[src/rtl/lcd_text_writer.sv]
// -----------------------------------------------------------------------------
// lcd_text_writer
//   Producer side of the LCD text path. Consumes an ASCII byte stream
//   (valid/ready), tracks a text cursor and writes cell codes into the
//   write port of the character RAM that the LCD scan engine reads.
//   Control codes handled: CR, LF, BS, FF. Printable bytes are written at
//   the cursor; bytes 0x7F..0xFF are shown as '?'. Writing the last column
//   wraps to the next row, and moving to a new row blanks that row first.
//   The row after the last one is row 0.
//
// Ports
//   CLK_PIX     in   pixel clock (only clock)
//   RST         in   synchronous active-high reset
//   in_data     in   [7:0] ASCII byte
//   in_valid    in   in_data valid
//   in_ready    out  byte accepted when in_valid & in_ready
//   wr_en       out  text RAM write strobe
//   wr_addr     out  [ADDR_W-1:0] cell address = row*COLS + col
//   wr_data     out  [7:0] cell code
//   cursor_col  out  [5:0] current column
//   cursor_row  out  [4:0] current row
//   busy        out  a screen or row clear is in progress
// -----------------------------------------------------------------------------
module lcd_text_writer #(
  parameter int COLS   = 60,
  parameter int ROWS   = 17,
  parameter int ADDR_W = 10
) (
  input  logic              CLK_PIX,
  input  logic              RST,
  input  logic [7:0]        in_data,
  input  logic              in_valid,
  output logic              in_ready,
  output logic              wr_en,
  output logic [ADDR_W-1:0] wr_addr,
  output logic [7:0]        wr_data,
  output logic [5:0]        cursor_col,
  output logic [4:0]        cursor_row,
  output logic              busy
);

  typedef enum logic [1:0] {
    ST_IDLE,
    ST_CLEAR_ALL,
    ST_CLEAR_ROW
  } state_t;

  localparam logic [ADDR_W-1:0] L_COLS_A      = ADDR_W'(COLS);
  localparam logic [ADDR_W-1:0] L_LAST_CELL   = ADDR_W'(COLS * ROWS - 1);
  localparam logic [ADDR_W-1:0] L_LAST_IN_ROW = ADDR_W'(COLS - 1);
  localparam logic [5:0]        L_LAST_COL    = 6'(COLS - 1);
  localparam logic [4:0]        L_LAST_ROW    = 5'(ROWS - 1);
  localparam logic [7:0]        L_SPACE       = 8'h20;
  localparam logic [7:0]        L_QMARK       = 8'h3F;

  state_t            r_state;
  logic [ADDR_W-1:0] r_idx;       // clear progress counter
  logic [ADDR_W-1:0] r_base;      // row*COLS, kept incrementally
  logic [5:0]        r_col;
  logic [4:0]        r_row;
  logic              r_in_ready;
  logic              r_busy;
  logic              r_wr_en;
  logic [ADDR_W-1:0] r_wr_addr;
  logic [7:0]        r_wr_data;

  logic              w_accept;
  logic              w_last_col;
  logic              w_last_row;
  logic [4:0]        w_next_row;
  logic [ADDR_W-1:0] w_next_base;
  logic [ADDR_W-1:0] w_cursor_addr;
  logic [7:0]        w_glyph;

  // r_in_ready is only ever high in IDLE, so it alone qualifies a transfer.
  assign w_accept      = in_valid & r_in_ready;
  assign w_last_col    = (r_col == L_LAST_COL);
  assign w_last_row    = (r_row == L_LAST_ROW);
  assign w_next_row    = w_last_row ? 5'd0 : r_row + 5'd1;
  assign w_next_base   = w_last_row ? '0 : r_base + L_COLS_A;
  assign w_cursor_addr = r_base + ADDR_W'(r_col);
  assign w_glyph       = (in_data >= 8'h7F) ? L_QMARK : in_data;

  // in_ready/busy are registered from the next state, so they describe the
  // state the FSM is in during the following cycle.
  always_ff @(posedge CLK_PIX) begin
    if (RST) begin
      r_state    <= ST_CLEAR_ALL;
      r_idx      <= '0;
      r_base     <= '0;
      r_col      <= '0;
      r_row      <= '0;
      r_in_ready <= 1'b0;
      r_busy     <= 1'b1;
      r_wr_en    <= 1'b0;
      r_wr_addr  <= '0;
      r_wr_data  <= L_SPACE;
    end else begin
      r_wr_en <= 1'b0;
      case (r_state)
        ST_CLEAR_ALL: begin
          r_wr_en   <= 1'b1;
          r_wr_addr <= r_idx;
          r_wr_data <= L_SPACE;
          if (r_idx == L_LAST_CELL) begin
            r_state    <= ST_IDLE;
            r_in_ready <= 1'b1;
            r_busy     <= 1'b0;
          end else begin
            r_idx <= r_idx + 1'b1;
          end
        end

        ST_CLEAR_ROW: begin
          r_wr_en   <= 1'b1;
          r_wr_addr <= r_base + r_idx;
          r_wr_data <= L_SPACE;
          if (r_idx == L_LAST_IN_ROW) begin
            r_state    <= ST_IDLE;
            r_in_ready <= 1'b1;
            r_busy     <= 1'b0;
          end else begin
            r_idx <= r_idx + 1'b1;
          end
        end

        ST_IDLE: begin
          if (w_accept) begin
            if (in_data == 8'h0C) begin
              // Form feed: home the cursor and blank the whole screen.
              r_col      <= '0;
              r_row      <= '0;
              r_base     <= '0;
              r_idx      <= '0;
              r_state    <= ST_CLEAR_ALL;
              r_in_ready <= 1'b0;
              r_busy     <= 1'b1;
            end else if (in_data == 8'h0D) begin
              r_col <= '0;
            end else if (in_data == 8'h0A) begin
              // Line feed: the first blanking write of the new row goes out
              // right away, the remaining COLS-1 follow in CLEAR_ROW.
              r_row      <= w_next_row;
              r_base     <= w_next_base;
              r_wr_en    <= 1'b1;
              r_wr_addr  <= w_next_base;
              r_wr_data  <= L_SPACE;
              r_idx      <= ADDR_W'(1);
              r_state    <= ST_CLEAR_ROW;
              r_in_ready <= 1'b0;
              r_busy     <= 1'b1;
            end else if (in_data == 8'h08) begin
              if (r_col != 6'd0) begin
                r_col     <= r_col - 6'd1;
                r_wr_en   <= 1'b1;
                r_wr_addr <= w_cursor_addr - 1'b1;
                r_wr_data <= L_SPACE;
              end
            end else if (in_data >= 8'h20) begin
              r_wr_en   <= 1'b1;
              r_wr_addr <= w_cursor_addr;
              r_wr_data <= w_glyph;
              if (w_last_col) begin
                // Wrap: character lands this cycle, row blanking follows.
                r_col      <= '0;
                r_row      <= w_next_row;
                r_base     <= w_next_base;
                r_idx      <= '0;
                r_state    <= ST_CLEAR_ROW;
                r_in_ready <= 1'b0;
                r_busy     <= 1'b1;
              end else begin
                r_col <= r_col + 6'd1;
              end
            end
            // Remaining control codes are consumed without effect.
          end
        end

        default: begin
          r_state    <= ST_CLEAR_ALL;
          r_idx      <= '0;
          r_in_ready <= 1'b0;
          r_busy     <= 1'b1;
        end
      endcase
    end
  end

  assign in_ready   = r_in_ready;
  assign busy       = r_busy;
  assign wr_en      = r_wr_en;
  assign wr_addr    = r_wr_addr;
  assign wr_data    = r_wr_data;
  assign cursor_col = r_col;
  assign cursor_row = r_row;

endmodule

[config.mk]
export PLATFORM = sky130hd
export DESIGN_NAME = lcd_text_writer
export DESIGN_NICKNAME = d
export VERILOG_FILES = /design/src/rtl/lcd_text_writer.sv
export SDC_FILE = /design/constraint.sdc
export NUM_CORES = 1
export LEC_CHECK = 0
export ABC_CLOCK_PERIOD_IN_PS = 7200
export CAP_MARGIN = 20
export CORE_ASPECT_RATIO = 0.5
export CORE_UTILIZATION = 38
export CTS_BUF_LIST = sky130_fd_sc_hd__clkbuf_4
export DETAILED_ROUTE_END_ITERATION = 16
export GPL_ROUTABILITY_DRIVEN = 0
export GPL_TIMING_DRIVEN = 1
export PLACE_DENSITY = 0.67
export SLEW_MARGIN = 5
export SYNTH_ARGS = -nofsm -noshare
export SYNTH_HDL_FRONTEND = slang
export SYNTH_SLANG_ARGS = --single-unit
[constraint.sdc]
create_clock -name CLK_PIX -period 7.2 [get_ports CLK_PIX]
set_input_delay 1.44 -clock CLK_PIX [delete_from_list [all_inputs] [get_ports CLK_PIX]]
set_output_delay 1.44 -clock CLK_PIX [all_outputs]
set_load 0.005 [all_outputs]
Yosys cells after proc, flatten, opt, wreduce, memory -nomap -nowiden

Index checks and enable logic that the tools add are counted.

Bits of input ports: 11
Output and inout port bits: 32
Register bits after elaboration: 54
Word-level logic and storage cells: 148

Reductions and logical operators: 14
Magnitude comparators: 2
Muxes and demuxes: 86
Equal/unequal tests: 27
Add/sub/neg operators: 8
Bitwise logic cells: 1

Operator list:

| cell                                                | count |
|---|---|
| two-way mux 10 bit                                  | 23 |
| two-way mux 8 bit                                   | 8 |
| case mux 10 bit (3 select lines)                    | 2 |
| two-way mux 6 bit                                   | 7 |
| two-way mux 5 bit                                   | 7 |
| == test 8 x 4 -> 1 bit, second input constant       | 4 |
| two-way mux 1 bit                                   | 25 |
| inequality test 4 bit, second input constant        | 5 |
| two-way mux 2 bit                                   | 9 |
| AND reduction 6 bit                                 | 3 |
| inequality test 2 bit, second input constant        | 8 |
| case mux 8 bit (2 select lines)                     | 1 |
| AND reduction 7 bit                                 | 2 |
| adder 10 x 1 -> 10 bit, second input constant       | 1 |
| adder 10 bit                                        | 1 |
| adder 10 x 6 -> 10 bit                              | 1 |
| adder 10 x 6 -> 10 bit, second input constant       | 1 |
| == test 10 bit, second input constant               | 1 |
| == test 10 x 6 -> 1 bit, second input constant      | 1 |
| subtractor 10 x 1 -> 10 bit, second input constant  | 1 |
| inequality test 3 bit, second input constant        | 3 |
| nonzero test 3 bit                                  | 3 |
| >= comparator 8 x 6 -> 1 bit, second input constant | 1 |
| >= comparator 8 x 7 -> 1 bit, second input constant | 1 |
| other kinds (18)                                    | 19 |

Logic depth before layout (Yosys ltp)

Depth in word-level cells: 9
Gate-level depth with buffers: 11
Gate-level depth less buffers: 10

Least setup slack after synthesis

Ideal clock, no wire load.

Path type: in2reg
From: input port in_data[7]
To: register r_wr_addr[9] (netlist: wr_addr[9])
Slack: 3.469 ns
Arrival: 3.597 ns
Required time: 7.067 ns
Path buffers: 3
Setup time: 0.133 ns
Stages: 10
Cell sequence: buf_6 -> or3_1 -> buf_2 -> or3_1 -> clkbuf_1 -> nor4_4 -> nand3_1 -> or4_1 -> nand3_1 -> a211oi_1

Word-level cells in the longest chain between the ends: 7
Elaborated cells on any way between the ends: 16
Classes of those cells: order compare (1); eq/ne (8); mux (6); reduce/logical (1)

RTL lines:

| item                             | RTL line | source |
|---|---|---|
| start: declaration               | 31       | `input logic [7:0] in_data,` |
| == test 8 x 4 -> 1 bit           | 152      | `end else if (in_data == 8'h08) begin` |
| two-way mux 10 bit               | 152      |  |
| two-way mux 10 bit               | 140      | `end else if (in_data == 8'h0A) begin` |
| two-way mux 10 bit               | 138      | `end else if (in_data == 8'h0D) begin` |
| two-way mux 10 bit               | 129      | `if (in_data == 8'h0C) begin` |
| two-way mux 10 bit               | 128      | `if (w_accept) begin` |
| case mux 10 bit (3 select lines) | 100      | `case (r_state)` |
| end signal: assignment           | 103      | `r_wr_addr <= r_idx;` |
| end signal: assignment           | 116      | `r_wr_addr <= r_base + r_idx;` |
| end signal: assignment           | 146      | `r_wr_addr <= w_next_base;` |
| end: declaration                 | 64       | `logic [ADDR_W-1:0] r_wr_addr;` |

Parallel ways exist; a longest one is shown, timed or not. The select of a mux whose other input is x is not followed.
A chain may end at the register's enable or synchronous reset.

Worst setup path after layout

From: input port in_data[7]
To: register r_wr_addr[4] (netlist: wr_addr[4])

The elaborated chain is that of the path after synthesis.

==> metrics.txt <==
post-placement setup slack 2.74 ns; final total power 500 uW; top cell type by total area after synthesis sky130_fd_sc_hd__dfxtp_1; Cell Rows 26; first-pass GRT wire length 18,900 um; number of design-rule violations left by the first detailed-router iteration 373; slew of the pin with the lowest slew margin 0.942 ns; Worst Reg-to-Reg Cells 9; post-route standard cell area excluding fillers 4690 sq um; post-synthesis cell area 4140 sq um; maximum number of pins on one net before global-route repair 50; Horiz. Die Dim 150 um; Num CTS Buffers 5; deepest level of the CTS H-tree 2; post-CTS repair timing setup buffer count 0; area growth from synthesis to final layout 13.3%; # resized after CTS 0; number of sinks handled by clock tree synthesis 54; clock latency at the later pin of the worst-skew pair 0.43 ns; remaining max-slew budget at the tightest pin 37.2%; CP Data Arrival Time 4.38 ns; clock transition time at the flip-flop clock pins of the worst setup and hold paths 0.19 ns; Max Transition Viols Final 0; fraction of final layout cells sized beyond drive strength 1 3.83%; Core Area 10,400 sq um; kind of launch point of the worst setup path input port; sequential-to-total area share from yosys stat 26.1%; Crit path required time 7.50 ns; predominant post-synthesis flop cell sky130_fd_sc_hd__dfxtp_1; share of Yosys cell area claimed by the top area cell type 26.1%; mean instance size in the synthesized netlist 7.48 sq um; FFs w/ async S/R, synth 0%; CTS Root Cell sky130_fd_sc_hd__clkbuf_4; endpoint type of the worst setup path register; status finished, final reports clean; number of enable-type register cells in the synthesized netlist 0; antenna violations before repair 1; count of filler cells inserted in the layout 1,041; Boundary Pins 43; maximum VDD drop 0.0604 mV; most common cell after layout, fill and taps aside sky130_fd_sc_hd__nor2_1; # DRC 0; # placed instances 707; worst hold stages 2; highest net fanout along the worst path 9; Die Ht 75.8 um; shortest clock period the worst path allows after layout 4.08 ns; warning count from the yosys run 0; setup repair after global routing missed its margin no; Final Cycle Share 56.7%; Maximum Capacitance Violations 0; Setup TNS Final 0 ns; synth top area cells sky130_fd_sc_hd__dfxtp_1 26%, sky130_fd_sc_hd__ha_1 7.9%, sky130_fd_sc_hd__nor2_1 6.2%; beginning of the critical path in_data[7]; final core area utilization 45.2%; largest clock skew in the final design 0.0145 ns; final number of setup-violating endpoints 0; worst hold path startpoint wr_data[3]$_SDFFE_PP0P_; TritonCTS clock tree yes; leakage power summed over all cells 1.72 nW; Final Hold Fails 0; number of buffer cells added on primary ports 42; Avg Vias per Cell 5.83; Net Count, Synth 592; maximum clock frequency 0.245 GHz; detailed placement HPWL 8690 um; area of the die 11,300 sq um; DRT antenna net count 0; vias in the first global route 3,576; number of iterations in the first detailed-routing pass 7; vias post-DR 4,178; type of the tightest min-delay check reg2reg; flops & latches, synth 54; smallest setup slack after layout 3.12 ns; number of standard cells after synthesis 553; total wire length 11,700 um; power per cell area 107 nW/um^2; post-route insts no fill 717; number of nets in the layout 613; hold-fix buffer count after cts 0; critical register-to-register path startpoint cursor_col[0]$_SDFFE_PP0P_; Distinct cells, synth 64; Critical Setup Path Class in2reg; Overflow after GRT 0; worst-case clock buffer depth 2; initial core utilization 39.9%; minimum hold slack 0.467 ns; global router's overall resource usage 21.5%; leading cell types in the layout, fill and taps excluded 68 x sky130_fd_sc_hd__nor2_1, 54 x sky130_fd_sc_hd__dfxtp_1, 48 x sky130_fd_sc_hd__nand2_1; detailed-route wire length per cell 16.3 um; placed standard-cell area 4620 sq um
## cell families after synthesis
| kind of cell | count (synthesis) | synth area share [%] |
|---|---|---|
| AOI/OAI and AO/OA | 164 | 26.4 |
| xor gates and xnor gates | 28 | 5.93 |
| adders and majority gates | 28 | 8.83 |
| buffers and inverters | 52 | 4.99 |
| DFF | 54 | 26.1 |
| muxes | 4 | 0.968 |
| and+or+nand+nor | 223 | 26.8 |
## worst paths after layout
path / endpoint / slack (ns)
max reg2reg: wr_addr[9]$_SDFFE_PP0P_ / 3.75
max: wr_addr[4]$_SDFFE_PP0P_ / 3.12
min reg2reg: wr_data[3]$_SDFFE_PP0P_ / 0.47
min: wr_data[3]$_SDFFE_PP0P_ / 0.47
## Yosys cell counts (3+ instances only)
cell type,number
sky130_fd_sc_hd__nand4_1,9
sky130_fd_sc_hd__a21oi_1,39
sky130_fd_sc_hd__xor2_1,12
sky130_fd_sc_hd__o21bai_1,7
sky130_fd_sc_hd__nand3_1,16
sky130_fd_sc_hd__nand2b_1,7
sky130_fd_sc_hd__or2_2,4
sky130_fd_sc_hd__ha_1,26
sky130_fd_sc_hd__a32oi_1,4
sky130_fd_sc_hd__and3_1,7
sky130_fd_sc_hd__nor3_1,22
sky130_fd_sc_hd__nor3b_1,4
sky130_fd_sc_hd__a221oi_1,4
sky130_fd_sc_hd__o31ai_1,5
sky130_fd_sc_hd__xnor2_1,16
sky130_fd_sc_hd__and2_1,5
sky130_fd_sc_hd__o21a_1,5
sky130_fd_sc_hd__inv_1,22
sky130_fd_sc_hd__o211ai_1,12
sky130_fd_sc_hd__nor2b_1,5
sky130_fd_sc_hd__or4_1,5
sky130_fd_sc_hd__a311oi_1,5
sky130_fd_sc_hd__nor4_1,9
sky130_fd_sc_hd__mux2i_1,4
sky130_fd_sc_hd__a31oi_1,3
sky130_fd_sc_hd__dfxtp_1,54
sky130_fd_sc_hd__nor2_1,68
sky130_fd_sc_hd__a21o_1,8
sky130_fd_sc_hd__a211oi_1,14
sky130_fd_sc_hd__clkbuf_1,26
sky130_fd_sc_hd__o21ai_0,34
sky130_fd_sc_hd__nand2_1,48
sky130_fd_sc_hd__buf_2,3
sky130_fd_sc_hd__or3_1,3
## critical path: stages
cell and delay, ns:
sky130_fd_sc_hd__clkdlybuf4s50_1 0.54, sky130_fd_sc_hd__or3_1 0.51, sky130_fd_sc_hd__or3_1 0.55, sky130_fd_sc_hd__nor3_1 0.44, sky130_fd_sc_hd__a21oi_1 0.13, sky130_fd_sc_hd__o311ai_0 0.62, sky130_fd_sc_hd__a211oi_1 0.15
## power breakdown
group / switching, mW / internal, mW
logic: 0.0174 / 0.0138
registers: 0.00341 / 0.302
clock network: 0.121 / 0.0422
## metal layers
layer | GRT usage [%] | part of all wire (%) | vias to the layer above
met4 | 3.85 | 0.76 | 0
met5 | 0 | 0 | -
met2 | 29.9 | 39 | 126
li1 | - | - | 2081
met1 | 34.1 | 54 | 1963
met3 | 3.05 | 6.6 | 8
## final cells by class
type / instances / area (sq um) / share of cell area (%)
Antenna cell: 2 / 5.00 / 0.107
Multi-Input combinational cell: 447 / 2850 / 60.8
Clock inverter: 3 / 26.3 / 0.560
Inverter: 22 / 82.6 / 1.76
Clock buffer: 5 / 37.5 / 0.801
Tap cell: 140 / 175 / 3.74
Sequential cell: 54 / 1080 / 23.1
Timing Repair Buffer: 44 / 430 / 9.18
## flip-flops by register name, indices dropped and copies added, names as in the netlist
name,flops
r_base,10
r_idx,10
wr_addr,10
wr_data,8
cursor_col,6
cursor_row,5
r_state,2
busy,1
in_ready,1
wr_en,1
(Power assumes the default switching activity.)
